==> src/rtl/alu_seq.sv <==
// rtl/alu_seq.sv - registered multi-op ALU with valid/ready handshake on both sides
// Optional multi-cycle shift-add MUL for op 7 is enabled by defining ALU_SEQ_MUL_EN.
module alu_seq #(
   parameter int WIDTH = 8,
   parameter int CNT_W = 6
) (
   input  logic             clk,
   input  logic             reset,
   input  logic             in_valid,
   output logic             in_ready,
   input  logic [2:0]       op,
   input  logic [WIDTH-1:0] data1,
   input  logic [WIDTH-1:0] data2,
   output logic             out_valid,
   input  logic             out_ready,
   output logic [WIDTH-1:0] out,
   output logic [WIDTH-1:0] out_hi,
   output logic             flag_z,
   output logic             flag_n,
   output logic             flag_c,
   output logic             flag_v
);

`ifdef ALU_SEQ_MUL_EN
   typedef enum logic [1:0] {IDLE, EXEC, MUL_RUN, HOLD} state_t;
`else
   typedef enum logic [1:0] {IDLE, EXEC, HOLD} state_t;
`endif

   state_t           state;
   logic [WIDTH-1:0] a_q, b_q;
   logic [2:0]       op_q;

   logic [WIDTH-1:0]   res;
   logic               res_c, res_v;
   logic [WIDTH:0]     sum_w;
   logic [WIDTH-1:0]   shamt;
   logic [2*WIDTH-1:0] shl_full, shr_full;

   assign in_ready  = (state == IDLE);
   assign out_valid = (state == HOLD);

   always_comb begin
      res      = '0;
      res_c    = 1'b0;
      res_v    = 1'b0;
      sum_w    = '0;
      shamt    = b_q % WIDTH'(WIDTH);
      shl_full = {{WIDTH{1'b0}}, a_q} << shamt;
      shr_full = {a_q, {WIDTH{1'b0}}} >> shamt;
      case (op_q)
         3'd0: begin
            sum_w = {1'b0, a_q} + {1'b0, b_q};
            res   = sum_w[WIDTH-1:0];
            res_c = sum_w[WIDTH];
            res_v = (a_q[WIDTH-1] == b_q[WIDTH-1]) && (res[WIDTH-1] != a_q[WIDTH-1]);
         end
         3'd1: begin
            sum_w = {1'b0, a_q} - {1'b0, b_q};
            res   = sum_w[WIDTH-1:0];
            res_c = ~sum_w[WIDTH];
            res_v = (a_q[WIDTH-1] != b_q[WIDTH-1]) && (res[WIDTH-1] != a_q[WIDTH-1]);
         end
         3'd2: res = a_q & b_q;
         3'd3: res = a_q | b_q;
         3'd4: res = a_q ^ b_q;
         // Last bit shifted out lands just outside the result window; zero for shamt 0.
         3'd5: begin
            res   = shl_full[WIDTH-1:0];
            res_c = shl_full[WIDTH];
         end
         3'd6: begin
            res   = shr_full[2*WIDTH-1:WIDTH];
            res_c = shr_full[WIDTH-1];
         end
         default: res = '0;
      endcase
   end

`ifdef ALU_SEQ_MUL_EN
   // prod holds {partial sum, remaining multiplier bits}; one multiplier bit retires per cycle.
   logic [2*WIDTH-1:0] prod;
   logic [CNT_W-1:0]   cnt;
   logic [WIDTH:0]     psum;

   assign psum = {1'b0, prod[2*WIDTH-1:WIDTH]} + (prod[0] ? {1'b0, a_q} : '0);
`endif

   always_ff @(posedge clk) begin
      if (reset) begin
         state  <= IDLE;
         a_q    <= '0;
         b_q    <= '0;
         op_q   <= '0;
         out    <= '0;
         out_hi <= '0;
         flag_z <= 1'b0;
         flag_n <= 1'b0;
         flag_c <= 1'b0;
         flag_v <= 1'b0;
`ifdef ALU_SEQ_MUL_EN
         prod   <= '0;
         cnt    <= '0;
`endif
      end else begin
         case (state)
            IDLE: begin
               if (in_valid) begin
                  a_q  <= data1;
                  b_q  <= data2;
                  op_q <= op;
`ifdef ALU_SEQ_MUL_EN
                  if (op == 3'd7) begin
                     prod  <= {{WIDTH{1'b0}}, data2};
                     cnt   <= '0;
                     state <= MUL_RUN;
                  end else begin
                     state <= EXEC;
                  end
`else
                  state <= EXEC;
`endif
               end
            end
            EXEC: begin
               out    <= res;
               out_hi <= '0;
               flag_z <= (res == '0);
               flag_n <= res[WIDTH-1];
               flag_c <= res_c;
               flag_v <= res_v;
               state  <= HOLD;
            end
`ifdef ALU_SEQ_MUL_EN
            // Iterations use counts 0..WIDTH-1; count WIDTH is the product writeback cycle.
            MUL_RUN: begin
               if (cnt == CNT_W'(WIDTH)) begin
                  out    <= prod[WIDTH-1:0];
                  out_hi <= prod[2*WIDTH-1:WIDTH];
                  flag_z <= (prod[WIDTH-1:0] == '0);
                  flag_n <= prod[WIDTH-1];
                  flag_c <= (prod[2*WIDTH-1:WIDTH] != '0);
                  flag_v <= 1'b0;
                  state  <= HOLD;
               end else begin
                  prod <= {psum, prod[WIDTH-1:1]};
                  cnt  <= cnt + CNT_W'(1);
               end
            end
`endif
            HOLD: begin
               if (out_ready) state <= IDLE;
            end
            default: state <= IDLE;
         endcase
      end
   end

endmodule
==> config.mk <==
export PLATFORM = sky130hd
export DESIGN_NAME = alu_seq
export DESIGN_NICKNAME = d
export VERILOG_FILES = /design/src/rtl/alu_seq.sv
export SDC_FILE = /design/constraint.sdc
export NUM_CORES = 1
export LEC_CHECK = 0
export BUFFER_PORTS_ARGS = -buffer_cell sky130_fd_sc_hd__buf_2
export CORE_AREA = 3 3 97 99
export DETAILED_ROUTE_END_ITERATION = 16
export DIE_AREA = 0 0 100 102
export GPL_TIMING_DRIVEN = 0
export PLACE_DENSITY = 0.52
export SKIP_CTS_REPAIR_TIMING = 1
export SYNTH_ARGS = -nofsm -noshare
export SYNTH_HDL_FRONTEND = slang
export SYNTH_SLANG_ARGS = --single-unit
==> constraint.sdc <==
create_clock -name clk -period 4.75 [get_ports clk]
set_clock_uncertainty 0.2 [all_clocks]
set_input_delay 0.2375 -clock clk [delete_from_list [all_inputs] [get_ports clk]]
set_output_delay 0.2375 -clock clk [all_outputs]
set_load 0.005 [all_outputs]
; After elaboration in Yosys (flattened, before gate mapping)
; Index checks and enable logic that the tools add are counted.
[word_totals]
reg_bits = 33
in_bits = 23
out_inout_bits = 22
wordCells = 44
[classes]
n_addsub = 2
n_eq_ne = 14
shift = 2
muxes = 6
bitwise_logic = 4
n_reduce_logical = 7
[ops]
columns = operator, count
row1 = $pmux 8 s7, 1
row2 = $shr 16x3->16, 1
row3 = $add 8x8->9, 1
row4 = $eq 3x3->1 const B, 3
row5 = $shl 8x3->9, 1
row6 = $sub 8x8->9, 1
row7 = $and 8x8->8, 1
row8 = $logic_not 8->1, 1
row9 = $or 8x8->8, 1
row10 = $xor 8x8->8, 1
row11 = $eq 3x2->1 const B, 2
row12 = $pmux 2 s3, 1
row13 = $mux 2, 2
row14 = $pmux 1 s4, 1
row15 = $reduce_and 2->1, 2
row16 = $eq 3x1->1 const B, 1
row17 = $logic_not 3->1, 1
row18 = $ne 1x1->1, 3
row19 = $eq 2x1->1 const B, 1
row20 = $eq 2x2->1 const B, 1
row21 = $logic_and 1x1->1, 2
row22 = $logic_not 2->1, 1
row23 = $ne 2x1->1 const B, 1
row24 = $ne 2x2->1 const B, 1
row25 = other kinds (3), 3

; Logic depth before layout (Yosys ltp)
; Gate-level depths: netlist of the first run.
[logic_depth]
word_depth = 4
depth_mapped = 11

; Worst setup path before layout of the first run
; Ideal clock, no wire load.
[synth_timing]
path_kind = register to register
from = register b_q[2]
to = register flag_z
setup_time_ns = 0.116
arrival_ns = 2.376
required_ns = 4.434
path_slack_ns = 2.057
path_stages_with_launch = 12
path_buffers = 2
path_cell_list = dfxtp_1 -> buf_2 -> inv_1 -> ha_1 -> buf_2 -> nor2b_1 -> o2111ai_1 -> and3_1 -> mux4_2 -> o221ai_2 -> inv_2 -> a41o_1
[synth_between]
elab_chain_len = 3
word_cells_on_any_way = 9
classes_between = 2 x add/sub / 2 x shift / 1 x mux / 3 x bitwise / 1 x reduce/logical
[synth_rtl]
columns = element, line_no
row1 = from (decl), 31  ; logic [WIDTH-1:0] a_q, b_q;
row2 = from (signal assigned), 110  ; b_q <= data2;
row3 = "$sub 8x8->9, or another cell as far along", 59  ; sum_w = {1'b0, a_q} - {1'b0, b_q};
row4 = $pmux 8 s7 *, 51  ; case (op_q)
row5 = $logic_not 8->1 *, 128  ; flag_z <= (res == '0);
row6 = to (signal assigned), 128
row7 = to (decl), 18  ; output logic flag_z,
; Every way passes the cells marked *; elsewhere a longest branch is shown, timed or not.
; A chain may end at the register's enable or synchronous reset.

; Worst setup path in the final report of the first run
[layout_timing]
from = register b_q[2]
to = register out[6]
[layout_between]
elab_chain_len = 2
word_cells_on_any_way = 5
classes_between = 2 x add/sub / 2 x shift / 1 x mux
[layout_rtl]
columns = element, line_no
row1 = "$sub 8x8->9, or another cell as far along", 59
row2 = $pmux 8 s7 *, 51
row3 = to (signal assigned), 126  ; out <= res;
row4 = to (decl), 16  ; output logic [WIDTH-1:0] out,
; Marks and branches as above.

==> results of run 1 <==
cell type report:
class	instances	share of cell area [%]
repair buffers	39	6.25
clock inverters	1	0.145
inverters	25	2.72
clock buffers	6	2.11
well taps	108	3.92
flip-flops and latches	32	18.6
multi-input cells	317	60.2
plain buffers	39	6.03
per-stage QoR:
step | std cells | hold slack [ns]
floorplan | 413 | 0.173
global placement | 556 | 0.253
detailed placement | 556 | 0.255
CTS | 563 | -0.0143
global route | 567 | 0.00694
finish | 567 | -0.0153
flip-flops by register name, summed over array words and instances (netlist names):
| register | cells |
|---|---|
| op_q | 3 |
| state | 2 |
| flag_c | 1 |
| flag_z | 1 |
| flag_v | 1 |
| b_q | 8 |
| a_q | 8 |
| out | 8 |
worst paths after layout:
kind	start	endpoint	slack, ns	depth (start not counted)
worst max register to register	b_q[2]	out[6]	1.48	11
worst min-delay path	data1[0]	a_q[0]	-0.02	3
worst max-delay path	b_q[2]	out[6]	1.48	11
worst min register to register	flag_v	flag_v	0.26	2
layout by cell type (no fill, tap or decap), types with 10 or more instances in the layout:
cell      count
a21oi_1      46
dfxtp_1      32
mux2i_1      15
inv_1        24
nand2_1      59
ha_1         25
buf_2        41
buf_4        10
clkbuf_1     20
nor2_1       32
a211oi_1     12
nor3_1       10
o21ai_0      14
cell usage after synthesis (3+ instances only):
cell type and number:
nand3_1 3, xnor2_1 3, o221ai_1 4, o21a_1 3, buf_2 6, nor2_1 32, mux2i_1 15, nand2b_1 8
nand3b_1 4, o21bai_1 3, a2111o_1 3, ha_1 25, o211ai_1 7, inv_1 24, buf_4 10, dfxtp_1 32
a211oi_1 12, o21ai_0 14, nor3b_1 3, nand2_1 59, nor3_1 10, clkbuf_1 19, a21oi_1 46, nor2b_1 7
worst register-to-register path, cell delays in order (launching register included):
cell,delay [ns]
dfxtp_1,0.42
buf_2,0.28
inv_1,0.18
ha_1,0.30
buf_2,0.17
nor2b_1,0.21
o2111ai_1,0.15
and3_1,0.20
mux4_2,0.50
o221ai_2,0.25
inv_2,0.06
a211oi_1,0.25
metal layers:
layer	share of wire, %	track usage, %
met1	47	25.5
met2	45	29.2
met3	5.7	2.53
met4	2.2	5.80
met5	0	0
power groups by stage:
stage	combinational [mW]	clock, mW	sequential [mW]
2_1_floorplan	0.201	0	0.307
3_3_place_gp	0.279	0	0.313
3_5_place_dp	0.279	0	0.314
4_1_cts	0.281	0.203	0.308
5_1_grt	0.316	0.216	0.311
6_report	0.286	0.199	0.308
cell families (layout without fill, tap and decap cells):
family	count (synthesis)	in the layout	synth area share [%]
simple gates	143	143	22.6
compound gates	117	117	26.0
buf+inv	64	110	10.1
flops	32	32	21.4
fa+ha+maj	27	27	11.8
mux	17	17	6.52
xor+xnor	5	5	1.46
other cells	1	8	0.125
==> impl_metrics.ini, run 1 <==
[final_layout]
multi_input_area_sq_mm = 0.00208
post_route_cells_drive_above_1_share_pct = 14.8
layout.nets = 509
seq_area_sq_um = 641
syn_to_final_growth_pct = 15.2
final_cell_area_sq_mm = 0.00345
final_core_util_pct = 39.9
diodes = 0
fillCellCount = 960

[setup_path]
cp-end-kind = flop
critPathArrivalTime_ns = 3.26
cp-start-kind = flop
critPathTopFamily = buffers and inverters
required_ns = 4.74
cp_cell_sequence = buf_2 > inv_1 > ha_1 > buf_2 > nor2b_1 > o2111ai_1 > and3_1 > mux4_2 > o221ai_2 > inv_2 > a211oi_1
path_max_fanout = 10
critical_path_class = reg -> reg
crit_path_max_incr_delay_ns = 0.50
crit_slowest_cell = mux4_2
cp_common_cell = buf_2
cp_num_buf_inv = 4

[timing]
setup-violations-final = 0
fin_ws_ns = 1.48
finalSetupTns_ns = 0
hold_viol_final = 11
finalCritPeriodShare_pct = 68.7
slew_viol_final = 0
maxSlewHeadroom_pct = 63.5
tightest_slew_ns = 0.548
whs_ns = -0.0153
rsz0062_at_grt = false
min_period_ns = 3.27
fmax_ghz = 0.306

[die]
die_area_sq_mm = 0.0102
die_h_um = 102
initial_core_util_pct = 34.6
die_w_um = 100
io_pins = 45
rows = 34
core_area_sq_mm = 0.00864

[synth]
synthCells = 406
synth_top_area_share_pct = 21.4
synthTopCellsByArea = dfxtp_1 21%, ha_1 10%, a21oi_1 7.7%
yosysTopAreaCell = dfxtp_1
async_reset_ff_share_pct = 0
synth-seq-cells = 32
synth-edff-count = 0
synth_warnings = 0
synth_flop_cell = dfxtp_1
synth_area_sq_mm = 0.00299
synthDistinctLibCells = 63
ys_seq_area_share_pct = 21.4
postSynthAreaPerCell_sq_um = 7.37

[global_route]
overflow = 0
grt_max_degree = 12
antenna_found_initial = 0
grt_pass1_vias = 2808
grt.total_usage_pct = 18.3
grt_pass1_wl_mm = 14.7

[pwr]
swShare_pct = 36.9
pwr-share-comb_pct = 36.1
leakage_nw = 1.41
powerDensity_mw_per_mm2 = 230
p_int_uw = 500
clkPwrFrac_pct = 25.1
ir_worst_vdd_mv = 0.129
power_uw = 792
sequentialPowerShare_pct = 38.9
power.switching_uw = 292

[drt]
dr_total_vias = 3083
drt_iter0_drc = 218
drtAntennaViolNets = 0
dr.pass1.iters = 5
routed_via_density = 5.44
finalWirelength_mm = 9.49
drc = 0
route.detailed.wl_per_inst_um = 16.7

[clocking]
clockRootBuffer = clkbuf_8
clk_pin_slew_ns = 0.07
clock-sinks = 32
clock_latency_ns = 0.28
cts_max_path_buffers = 2
cts_tree = yes
htree_levels = 2
cts_buffers = 5

[status]
status = finished, violations left
violations = negative hold slack

[place]
dp_hpwl_mm = 7.55
pre_cts_ws_ns = 1.52
portBuffers = 35
post_dp_cell_area_sq_mm = 0.00333
gp_congestion = 0.920

[min_path]
min_path_type = in -> reg

[job]
max_cap_viol_count = 0
Note: power is estimated with default switching activity, not from simulation.
==> run 2: changes to the inputs <==
Settings changed: ABC_AREA set to 1, CORE_AREA 3 3 97 99 to 3 3 98 100, DIE_AREA 0 0 100 102 to 0 0 101 103.
Clock period 4.75 ns to 3.3 ns, I/O delays scaled along.
==> impl_metrics.ini, run 2 <==
[status]
status = finished, violations left
violations = negative hold slack

[synth]
synthTopCellsByArea = dfxtp_1 21%, nand2_1 16%, nand3_1 13%
synth-edff-count = 0
ys_seq_area_share_pct = 20.8
async_reset_ff_share_pct = 0
yosysTopAreaCell = dfxtp_1
synthCells = 507
postSynthAreaPerCell_sq_um = 6.07
synth_top_area_share_pct = 20.8
yosysMostFrequentCell = nand2_1
synth_area_sq_mm = 0.00308
netlist_top_cells_count = 127 x nand2_1, 80 x nand3_1, 63 x inv_1, 38 x nor2_1, 34 x o21ai_0
synth_warnings = 0
synth-seq-cells = 32
synthDistinctLibCells = 29
synth_flop_cell = dfxtp_1

[global_route]
overflow = 0
antenna_found_initial = 0
grt_max_degree = 14
grt_pass1_wl_mm = 15.3
grt.total_usage_pct = 18.9
grt_pass1_vias = 2975

[timing]
hold_viol_final = 8
fmax_ghz = 0.364
rsz0062_at_grt = false
min_period_ns = 2.75
whs_ns = -0.0518
finalSetupTns_ns = 0
finalCritPeriodShare_pct = 83.2
setup-violations-final = 0
slew_viol_final = 0

[clocking]
htree_levels = 2
clockRootBuffer = clkbuf_8
clk_pin_slew_ns = 0.08
cts_tree = yes
cts_max_path_buffers = 2
cts_buffers = 5
clock-sinks = 32
clock_latency_ns = 0.29

[setup_path]
cp-start-kind = flop
cp-end-kind = flop
required_ns = 3.33
crit_slowest_cell = dfxtp_1
cp_cell_sequence = inv_1 > ha_1 > buf_2 > inv_1 > nand2_1 > nand2_1 > nand2_1 > nand2_1 > nand3_1 > nand3_1 > nor2_1 > nand2_1 > nor2_2 > nand3_1 > a21oi_2
path_max_fanout = 8
critPathArrivalTime_ns = 2.78
critical_path_class = reg -> reg
cp_common_cell = nand2_1
crit_path_max_incr_delay_ns = 0.55

[die]
die_area_sq_mm = 0.0104
initial_core_util_pct = 35.1
io_pins = 45
core_area_sq_mm = 0.00876
die_h_um = 103
die_w_um = 101
rows = 34

[pwr]
swShare_pct = 39.7
ir_worst_vdd_mv = 0.240
pwr-share-comb_pct = 39.8
power.switching_uw = 552
powerDensity_mw_per_mm2 = 381
clkPwrFrac_pct = 27.6
power_mw = 1.39
sequentialPowerShare_pct = 32.6
leakage_nw = 1.95
p_int_uw = 840

[final_layout]
final_common_cell = nand2_1
syn_to_final_growth_pct = 19.0
final_cell_mix = 127 x nand2_1, 80 x nand3_1, 63 x inv_1
final_core_util_pct = 41.7
layout.nets = 620
diodes = 0
final_cell_area_sq_mm = 0.00366
reg_top3 = a_q (8), b_q (8), out (8)
post_route_cells_drive_above_1_share_pct = 16.6

[place]
gp_congestion = 0.925
portBuffers = 36
dp_hpwl_mm = 7.87
post_dp_cell_area_sq_mm = 0.00342

[drt]
drtAntennaViolNets = 0
drt_iter0_drc = 254
route.detailed.wl_per_inst_um = 14.1
drc = 0
dr_total_vias = 3274
routed_via_density = 4.82
dr.pass1.iters = 4
finalWirelength_mm = 9.58

[job]
max_cap_viol_count = 0

[min_path]
min_path_type = in -> reg
[run 2: cells by family (layout without fill, tap and decap cells)]
| family | Yosys count | in the layout | synth area share (%) |
|---|---|---|---|
| adders and majority gates | 27 | 27 | 11.5 |
| and+or+nand+nor | 268 | 268 | 39.3 |
| AOI/OAI and AO/OA | 74 | 74 | 12.7 |
| DFF | 32 | 32 | 20.8 |
| buffers and inverters | 104 | 161 | 15.3 |
| xor gates and xnor gates | 1 | 1 | 0.285 |
| other | 1 | 8 | 0.122 |
[run 2: path summary, 6_finish.rpt]
path,slack (ns),cells past startpoint,startpoint,to
worst max register to register,0.55,15,b_q[2],flag_z
worst min-delay path,-0.05,3,data2[5],b_q[5]
worst max-delay path,0.55,15,b_q[2],flag_z
worst min register to register,0.27,2,flag_c,flag_c
[run 2: power groups by stage]
stage | sequential [mW] | combinational (mW) | clock, mW
floorplan | 0.453 | 0.390 | 0
global placement | 0.463 | 0.534 | 0
detailed placement | 0.463 | 0.536 | 0
CTS | 0.454 | 0.538 | 0.389
global route | 0.459 | 0.631 | 0.411
finish | 0.455 | 0.554 | 0.384
[run 2: cell type report]
cell class	count	area [sq um]
fill	987	5100
multi-input combinational	378	1990
sequential	32	641
timing repair buffer	49	310
inverter	75	284
buffer	29	188
tap	108	135
clock buffer	5	68.8
clock inverter	3	42.5
[run 2: routing by layer]
metal  share of wire, %  vias to the layer above  global-route usage (%)
li1                   -                     1727                       -
met1                 51                     1469                    27.5
met2                 45                       73                    30.1
met3                4.0                        5                    2.50
met4               0.55                        0                    3.37
met5                  0                        -                       0
[run 2: critical path, delay by kind of cell, from the launching register on]
family	cells	cell delay, ns
buf+inv	3	0.53
simple gates	10	0.95
fa+ha+maj	1	0.34
compound gates	1	0.12
flops	1	0.55
[run 2: per-stage QoR]
| step | setup slack, ns | instances |
|---|---|---|
| 6_report | 0.555 | 679 |
| 3_3_place_gp | 0.568 | 658 |
| 2_1_floorplan | 1.12 | 514 |
| 3_5_place_dp | 0.604 | 658 |
| 4_1_cts | 0.574 | 666 |
| 5_1_grt | 0.348 | 679 |
